===== src/rtl/mul_pkg.sv =====
// Shared definitions for the pipelined multiplier.
// Holds the result-mode encodings and the product formatting function that
// turns a full-precision product into {overflow, result}.
package mul_pkg;

    localparam int unsigned MUL_TRUNC  = 0;
    localparam int unsigned MUL_HIGH   = 1;
    localparam int unsigned MUL_SAT    = 2;

    localparam int unsigned MUL_MAX_W  = 32;
    localparam int unsigned MUL_PROD_W = 2 * MUL_MAX_W;

    // prod must already be sign- or zero-extended to MUL_PROD_W bits.
    // Returns {overflow, result}; only the low `width` bits of result matter.
    function automatic logic [MUL_MAX_W:0] mul_format(
        input logic [MUL_PROD_W-1:0] prod,
        input int unsigned           width,
        input logic                  is_signed,
        input int unsigned           mode
    );
        logic [MUL_PROD_W-1:0] mask;
        logic [MUL_PROD_W-1:0] smax;
        logic [MUL_PROD_W-1:0] smin;
        logic [MUL_PROD_W-1:0] res;
        logic                  ovf;

        mask = (MUL_PROD_W'(1) << width) - MUL_PROD_W'(1);
        smax = (MUL_PROD_W'(1) << (width - 1)) - MUL_PROD_W'(1);
        smin = ~smax;

        if (is_signed) begin
            ovf = ($signed(prod) > $signed(smax)) || ($signed(prod) < $signed(smin));
        end else begin
            ovf = (prod > mask);
        end

        res = prod & mask;
        case (mode)
            MUL_HIGH: begin
                res = (prod >> width) & mask;
                ovf = 1'b0;
            end
            MUL_SAT: begin
                if (ovf) begin
                    if (is_signed) begin
                        // Sign of the true product picks the rail.
                        res = prod[MUL_PROD_W-1] ? (smin & mask) : (smax & mask);
                    end else begin
                        res = mask;
                    end
                end
            end
            default: ;
        endcase

        return {ovf, MUL_MAX_W'(res)};
    endfunction

endpackage


===== src/rtl/mul_pipe_stage.sv =====
// One pipeline slot: a valid bit plus result/overflow payload.
// Ports: valid_i/res_i/ovf_i from the stage in front, ds_accept_i from the
// stage behind (or the consumer), accept_c_o back to the stage in front,
// valid_o/res_o/ovf_o registered contents.
module mul_pipe_stage
    import mul_pkg::*;
#(
    parameter int unsigned WIDTH = 8
) (
    input  logic             clk,
    input  logic             rst_n,
    input  logic             valid_i,
    input  logic [WIDTH-1:0] res_i,
    input  logic             ovf_i,
    input  logic             ds_accept_i,
    output logic             accept_c_o,
    output logic             valid_o,
    output logic [WIDTH-1:0] res_o,
    output logic             ovf_o
);

    logic             valid_q, valid_d;
    logic [WIDTH-1:0] res_q, res_d;
    logic             ovf_q, ovf_d;

    // An empty slot always accepts, so bubbles collapse under backpressure.
    assign accept_c_o = !valid_q || ds_accept_i;

    // Next-state: load on accept; payload only changes when a real item arrives.
    always_comb begin
        valid_d = valid_q;
        res_d   = res_q;
        ovf_d   = ovf_q;
        if (accept_c_o) begin
            valid_d = valid_i;
            if (valid_i) begin
                res_d = res_i;
                ovf_d = ovf_i;
            end
        end
    end

    // Slot registers.
    always_ff @(posedge clk or negedge rst_n) begin
        if (!rst_n) begin
            valid_q <= 1'b0;
            res_q   <= '0;
            ovf_q   <= 1'b0;
        end else begin
            valid_q <= valid_d;
            res_q   <= res_d;
            ovf_q   <= ovf_d;
        end
    end

    assign valid_o = valid_q;
    assign res_o   = res_q;
    assign ovf_o   = ovf_q;

endmodule


===== src/rtl/mul_pipe.sv =====
// Pipelined WIDTH x WIDTH multiplier with valid/ready on both sides.
// Ports: I0/I1 operands, in_valid/in_ready input handshake, O/overflow
// result, out_valid/out_ready output handshake. in_ready is combinational
// from out_ready through the stage accept chain.
module mul_pipe
    import mul_pkg::*;
#(
    parameter int unsigned WIDTH    = 8,
    parameter int unsigned LATENCY  = 3,
    parameter int unsigned SIGNED   = 0,
    parameter int unsigned OUT_MODE = 0
) (
    input  logic             clk,
    input  logic             rst_n,
    input  logic [WIDTH-1:0] I0,
    input  logic [WIDTH-1:0] I1,
    input  logic             in_valid,
    output logic             in_ready,
    output logic [WIDTH-1:0] O,
    output logic             overflow,
    output logic             out_valid,
    input  logic             out_ready
);

    localparam int unsigned PW = 2 * WIDTH;

    if (LATENCY < 1 || OUT_MODE > 2 || WIDTH < 2 || WIDTH > MUL_MAX_W) begin : g_bad_param
        $error("mul_pipe: illegal parameters WIDTH=%0d LATENCY=%0d OUT_MODE=%0d",
               WIDTH, LATENCY, OUT_MODE);
    end

    logic [PW-1:0]         a_ext, b_ext, prod;
    logic [MUL_PROD_W-1:0] prod_ext;
    logic [MUL_MAX_W:0]    fmt;
    logic                  unused_fmt;

    // Full-precision product, then formatted before entering stage 0.
    always_comb begin
        if (SIGNED != 0) begin
            a_ext    = PW'($signed(I0));
            b_ext    = PW'($signed(I1));
        end else begin
            a_ext    = PW'(I0);
            b_ext    = PW'(I1);
        end
        prod = a_ext * b_ext;
        if (SIGNED != 0) begin
            prod_ext = MUL_PROD_W'($signed(prod));
        end else begin
            prod_ext = MUL_PROD_W'(prod);
        end
        fmt = mul_format(prod_ext, WIDTH, SIGNED != 0, OUT_MODE);
    end

    // Result bits above WIDTH are don't-care.
    assign unused_fmt = ^fmt;

    for (genvar k = 0; k < LATENCY; k++) begin : g_stage
        logic             acc;
        logic             vld;
        logic [WIDTH-1:0] res;
        logic             ovf;
        logic             up_vld;
        logic [WIDTH-1:0] up_res;
        logic             up_ovf;
        logic             ds_acc;

        if (k == 0) begin : g_head
            assign up_vld = in_valid;
            assign up_res = fmt[WIDTH-1:0];
            assign up_ovf = fmt[MUL_MAX_W];
        end else begin : g_body
            assign up_vld = g_stage[k-1].vld;
            assign up_res = g_stage[k-1].res;
            assign up_ovf = g_stage[k-1].ovf;
        end

        if (k == LATENCY - 1) begin : g_tail
            assign ds_acc = out_ready;
        end else begin : g_mid
            assign ds_acc = g_stage[k+1].acc;
        end

        mul_pipe_stage #(
            .WIDTH(WIDTH)
        ) u_stage (
            .clk        (clk),
            .rst_n      (rst_n),
            .valid_i    (up_vld),
            .res_i      (up_res),
            .ovf_i      (up_ovf),
            .ds_accept_i(ds_acc),
            .accept_c_o (acc),
            .valid_o    (vld),
            .res_o      (res),
            .ovf_o      (ovf)
        );
    end

    assign in_ready  = g_stage[0].acc;
    assign out_valid = g_stage[LATENCY-1].vld;
    assign O         = g_stage[LATENCY-1].res;
    assign overflow  = g_stage[LATENCY-1].ovf;

endmodule

===== config.mk =====
export PLATFORM = sky130hd
export DESIGN_NAME = mul_pipe
export DESIGN_NICKNAME = d
export VERILOG_FILES = /design/src/rtl/mul_pkg.sv /design/src/rtl/mul_pipe_stage.sv /design/src/rtl/mul_pipe.sv
export SDC_FILE = /design/constraint.sdc
export NUM_CORES = 1
export LEC_CHECK = 0
export ABC_AREA = 1
export CORE_MARGIN = 10
export CORE_UTILIZATION = 34
export CTS_BUF_LIST = sky130_fd_sc_hd__clkbuf_16
export CTS_CLUSTER_DIAMETER = 200
export DETAILED_ROUTE_END_ITERATION = 16
export RECOVER_POWER = 25
export SYNTH_ARGS = -nofsm -noshare
export SYNTH_HDL_FRONTEND = slang
export SYNTH_SLANG_ARGS = --single-unit
export TNS_END_PERCENT = 20

===== constraint.sdc =====
create_clock -name clk -period 1.84 [get_ports clk]
set_input_delay 0.46 -clock clk [delete_from_list [all_inputs] [get_ports clk]]
set_output_delay 0.46 -clock clk [all_outputs]
set_load 0.05 [all_outputs]

# Word-level counts from Yosys, hierarchy flattened
# Index checks and enable logic that the tools add are counted.
[op_classes]
n_mul = 1
order_cmp = 1
n_reduce_logical = 9
[ops]
columns = ["cell", "n"]
rows = [
  ["$gt 16x8->1 const B", 1],
  ["$mul 8x8->16", 1],
  ["$reduce_and 2->1", 3],
  ["$logic_not 1->1", 3],
  ["$logic_or 1x1->1", 3],
]
[totals]
ff_bits = 30
out_inout_bits = 11
elab_cells = 20

# Depth between registers and ports, before layout
[depth]
depth_word = 5
mapped_depth = 25
ltp_nobuf = 24

# By module
# A second synthesis with hierarchy kept.
[unflattened]
cells_unflattened = 495
area_unflattened_um2 = 3751.1
[by_module_without_submodules]
columns = ["module", "instances", "cells_per_inst", "area_per_inst_um2", "seq_area_each_um2"]
rows = [
  ["mul_pipe", 1, 366, 2358.5, 0.0],
  ["mul_pipe_stage", 3, 43, 464.2, 250.2],
]

# Worst setup path before layout
# No wires, ideal clock.
[synth_path]
path_type = "input-to-reg"
start = "input port I0[3]"
end = "register g_stage[0].u_stage.ovf_q"
setup_time_ns = 0.113
t_arrival_ns = 4.027
t_required_ns = 1.727
setup_slack_ns = -2.300
path_stages = 20
path_buffers = 1
cell_sequence = "clkbuf_1 > nand2_1 > inv_1 > fa_1 > fa_1 > fa_1 > inv_1 > fa_1 > inv_1 > ha_1 > nand2_2 > inv_1 > a21oi_2 > nand2_1 > a21oi_1 > nand3_1 > nor2_1 > nand3_1 > nand2_1 > inv_1"
[synth_between]
elab_chain_cells = 2
[synth_lines]
columns = ["item", "line_no", "source"]
rows = [
  ["start: declaration", "mul_pipe.sv:15", "input logic [WIDTH-1:0] I0,"],
  ["$mul 8x8->16", "mul_pipe.sv:46", "prod = a_ext * b_ext;"],
  ["$gt 16x8->1", "mul_pkg.sv:34", "ovf = (prod > mask);"],
  ["end signal: assignment", "mul_pipe_stage.sv:52", "ovf_q <= ovf_d;"],
  ["end: declaration", "mul_pipe_stage.sv:24", "logic ovf_q, ovf_d;"],
]
# Every way passes these cells.
# A chain may end at the register's enable or synchronous reset.

# Final worst setup path
[layout_path]
start = "input port I1[7]"
end = "register g_stage[0].u_stage.ovf_q"
[layout_between]
elab_chain_cells = 2
[layout_lines]
columns = ["item", "line_no", "source"]
rows = [
  ["start: declaration", "mul_pipe.sv:16", "input logic [WIDTH-1:0] I1,"],
  ["$mul 8x8->16", "mul_pipe.sv:46", ""],
  ["$gt 16x8->1", "mul_pkg.sv:34", ""],
]
# Every way passes these cells.

==> flow_metrics.py <==
metrics = {
    "pwr": {
        "power_frac_clock_pct": 12.7,
        "pwr_density_cell_mw_per_mm2": 1271,
        "p_leak_nw": 2.786,
        "seq_power_share_pct": 17.7,
        "combPwrFrac_pct": 69.7,
        "switching_power_w": 0.002690,
        "irDropWorstVdd_mv": 0.7722,
        "internal-power_w": 0.003229,
        "p_sw_share_pct": 45.45,
    },
    "placed_design": {
        "dp_slack_ns": -2.849,
        "port_buffers": 30,
        "gp_congestion": 0.8592,
        "place.detailed.hpwl_um": 6535,
    },
    "timing": {
        "timing.final.hold_violations": 0,
        "setup_viol": 7,
        "finalCritPeriodShare_pct": 203.3,
        "worst_pin_slew_ns": 0.7264,
        "drv_slew": 0,
        "rsz0062_at_grt": "yes",
        "worst_slack_ns": -1.901,
        "timing.slew.headroom_pct": 51.58,
        "clock.fmax_mhz": 267.3,
        "finClkSkew_ns": 0.003066,
        "finalCriticalPeriod_ns": 3.741,
    },
    "setup_path": {
        "cpPeakStageDelay_ns": 0.58,
        "path_max_fanout": 6,
        "critPathSlowestCell": "fa_1",
        "critPathTopFamily": "adder cells",
        "path_buf_inv": 7,
        "worstPathArrival_ns": 3.91,
        "cp.required_ns": 2.01,
        "start_kind": "input pin",
        "crit_path_end_kind": "register",
        "critical_path.cell_chain": "buf_6 > nand2_2 > inv_2 > fa_1 > fa_1 > fa_1 > inv_1 > fa_1 > inv_2 > ha_4 > nand2_4 > inv_2 > nand2_2 > nand2_2 > inv_2 > nand2_1 > nand2_1 > nand2_1 > nand3_1 > nor2_1 > nand3_1 > nand2_1 > inv_1",
        "crit_type": "in -> reg",
    },
    "clocking": {
        "cts_hold_repair.buffers": 0,
        "cts_buffers": 5,
        "clockBufferDepth": 2,
        "cts.sinks": 30,
        "clk_pin_slew_ns": 0.05,
        "cts_tree": "done",
        "clock_latency_ns": 0.27,
        "clockRootBuffer": "clkbuf_16",
        "htreeDepth": 2,
    },
    "grt": {
        "busiest_layer": "met2",
        "grtUsageMet3_pct": 1.928,
        "met2_usage_pct": 20.29,
        "antenna_found_initial": 0,
        "first_global_vias": 3204,
        "grt_use_met1_pct": 12.93,
        "gr-usage-all-layers_pct": 10.99,
        "grt-ovfl-total": 0,
        "grt_pass1_wl_um": 13830,
        "grt_max_degree": 31,
    },
    "cells_and_area": {
        "fillCellCount": 1043,
        "nNetsFinal": 633,
        "antennaDiodeCount": 0,
        "utilization_pct": 45.30,
        "layout-drive-gt1-share_pct": 28.78,
        "syn2layout_area_growth_pct": 30.79,
    },
    "synthesis": {
        "syn_area_sq_mm": 0.003560,
        "seq_area_frac_synth_pct": 21.09,
        "syn_avg_cell_area_sq_um": 7.447,
        "synth_seq_cells": 30,
        "synth_nets": 570,
        "synthArstFlopShare_pct": 100.0,
        "ys.flop_type": "dfrtp_1",
        "synth_edf_count": 0,
        "synthCells": 478,
        "netlist-cell-type-count": 24,
        "synth_warnings": 0,
    },
    "run_status": {
        "status": "finished with violations",
        "violations": "negative setup slack",
    },
    "route": {
        "avgViaCountPerCell": 4.364,
        "detail_route.first_pass.iterations": 4,
        "totalWireLength_um": 7570,
        "drc": 0,
        "postRouteAntennaNets": 0,
        "wl_per_cell_um": 11.17,
        "vias": 2959,
        "drtIter0Drc": 119,
    },
    "floorplanning": {
        "die_y_um": 122.3,
        "core_sq_mm": 0.01028,
        "rows": 37,
        "die_area_sq_mm": 0.01496,
        "ios": 31,
        "start_util_pct": 34.64,
        "die_w_um": 122.3,
    },
    "flow_run": {
        "cap_violations": 0,
    },
    "worst_hold_path": {
        "hold_path_class": "reg -> reg",
    },
}
-- cells in the mapped netlist (2+ instances only) --
cell type	instances	area [sq um]
nand3b_1	2	15.01
o21ai_0	7	35.03
inv_1	133	499.2
nand3_1	15	75.07
nand4_1	3	18.77
ha_1	36	450.4
fa_1	36	720.7
nand3_2	2	20.02
dfrtp_1	30	750.7
clkbuf_1	15	56.30
xor2_1	2	17.52
nor2_1	12	45.04
nor2_2	2	12.51
buf_2	2	10.01
nand2_1	154	578.1
mux2_2	15	168.9
nand2_2	2	12.51
a31oi_1	2	12.51
a21oi_1	3	15.01
-- through the flow --
step | cells | cell area, sq um | setup TNS, ns | hold WS [ns] | total power, W
2_1_floorplan | 478 | 3689 | -8.430 | 0.1644 | 0.003731
3_3_place_gp | 669 | 4353 | -13.86 | 0.4517 | 0.004793
3_5_place_dp | 669 | 4353 | -14.19 | 0.4656 | 0.004863
4_1_cts | 677 | 4537 | -7.500 | 0.4839 | 0.005742
5_1_grt | 678 | 4656 | -8.407 | 0.4996 | 0.006502
6_report | 678 | 4656 | -7.519 | 0.4766 | 0.005918
-- power by group through the flow --
stage                     combinational [W]  clock (W)  sequential [W]
after global routing                0.00463   0.000795         0.00108
after floorplan                     0.00237          0         0.00136
after global placement              0.00375          0         0.00104
final                               0.00412   0.000749         0.00104
after CTS                           0.00393   0.000765         0.00105
after detailed placement            0.00380          0         0.00106
-- layer usage --
metal  vias to the layer above  routed length, um
met3                         7                321
met4                         0                 62
met2                        40               3801
met1                      1402               3385
li1                       1510                  -
met5                         -                  0
-- path summary, 6_finish.rpt --
kind | from | to | slack (ns) | depth (start not counted)
worst max-delay path | I1[7] | g_stage[0].u_stage.ovf_o | -1.90 | 23
worst min-delay path | g_stage[0].u_stage.res_o[1] | g_stage[0].u_stage.res_o[1] | 0.48 | 2
worst max register to register | g_stage[2].u_stage.valid_o | g_stage[0].u_stage.ovf_o | 0.45 | 10
worst min register to register | g_stage[0].u_stage.res_o[1] | g_stage[0].u_stage.res_o[1] | 0.48 | 2
max in group asynchronous | rst_n | g_stage[2].u_stage.valid_o | 0.60 | 2
min in group asynchronous | rst_n | g_stage[0].u_stage.res_o[7] | 0.78 | 2
-- sequential cells by signal, indices dropped and copies added (netlist names) --
register	flops
g_stage.u_stage.ovf_o	3
g_stage.u_stage.res_o	24
g_stage.u_stage.valid_o	3
-- timing repair --
item,CTS,global route
resized for setup,96,44
buffers inserted,0,1
endpoints found under the hold margin,0,0
setup endpoints to repair,8,8
pin swaps,26,30
-- cell usage in the layout, fill, tap and decap left out, drive strengths merged --
master and instances:
a21oi 4, a31oi 2, buf 67, clkbuf 7, clkdlybuf4s15 2, clkdlybuf4s50 2
clkinv 2, dfrtp 30, dlygate4sd3 1, fa 36, ha 36, inv 134
mux2 15, nand2 156, nand3 17, nand3b 2, nand4 3, nor2 15
o21ai 7, or2 1, xnor2 1, xor2 2
-- layout make-up --
type | count | area, sq um | area share (%)
tap | 136 | 170.2 | 3.655
clock inverter | 3 | 12.51 | 0.2687
sequential | 30 | 750.7 | 16.12
timing repair buffer | 74 | 660.6 | 14.19
clock buffer | 5 | 125.1 | 2.687
inverter | 133 | 499.2 | 10.72
multi-input combinational | 297 | 2437 | 52.35
-- kinds of logic (layout without fill, tap and decap cells) --
group | count (synthesis) | in the layout | synth area share [%]
and+or+nand+nor | 194 | 194 | 22.32
buffers and inverters | 151 | 215 | 16.20
adders and majority gates | 72 | 72 | 32.90
DFF | 30 | 30 | 21.09
muxes | 15 | 15 | 4.745
AOI/OAI and AO/OA | 13 | 13 | 2.003
xor gates and xnor gates | 3 | 3 | 0.7383
-- tightest hold or removal path, cell delays in order (launching register included) --
cell and delay (ns):
dfrtp_1 0.34, nand2_1 0.05, nand2_1 0.05
No activity file was read; power rests on OpenSTA's default activity.
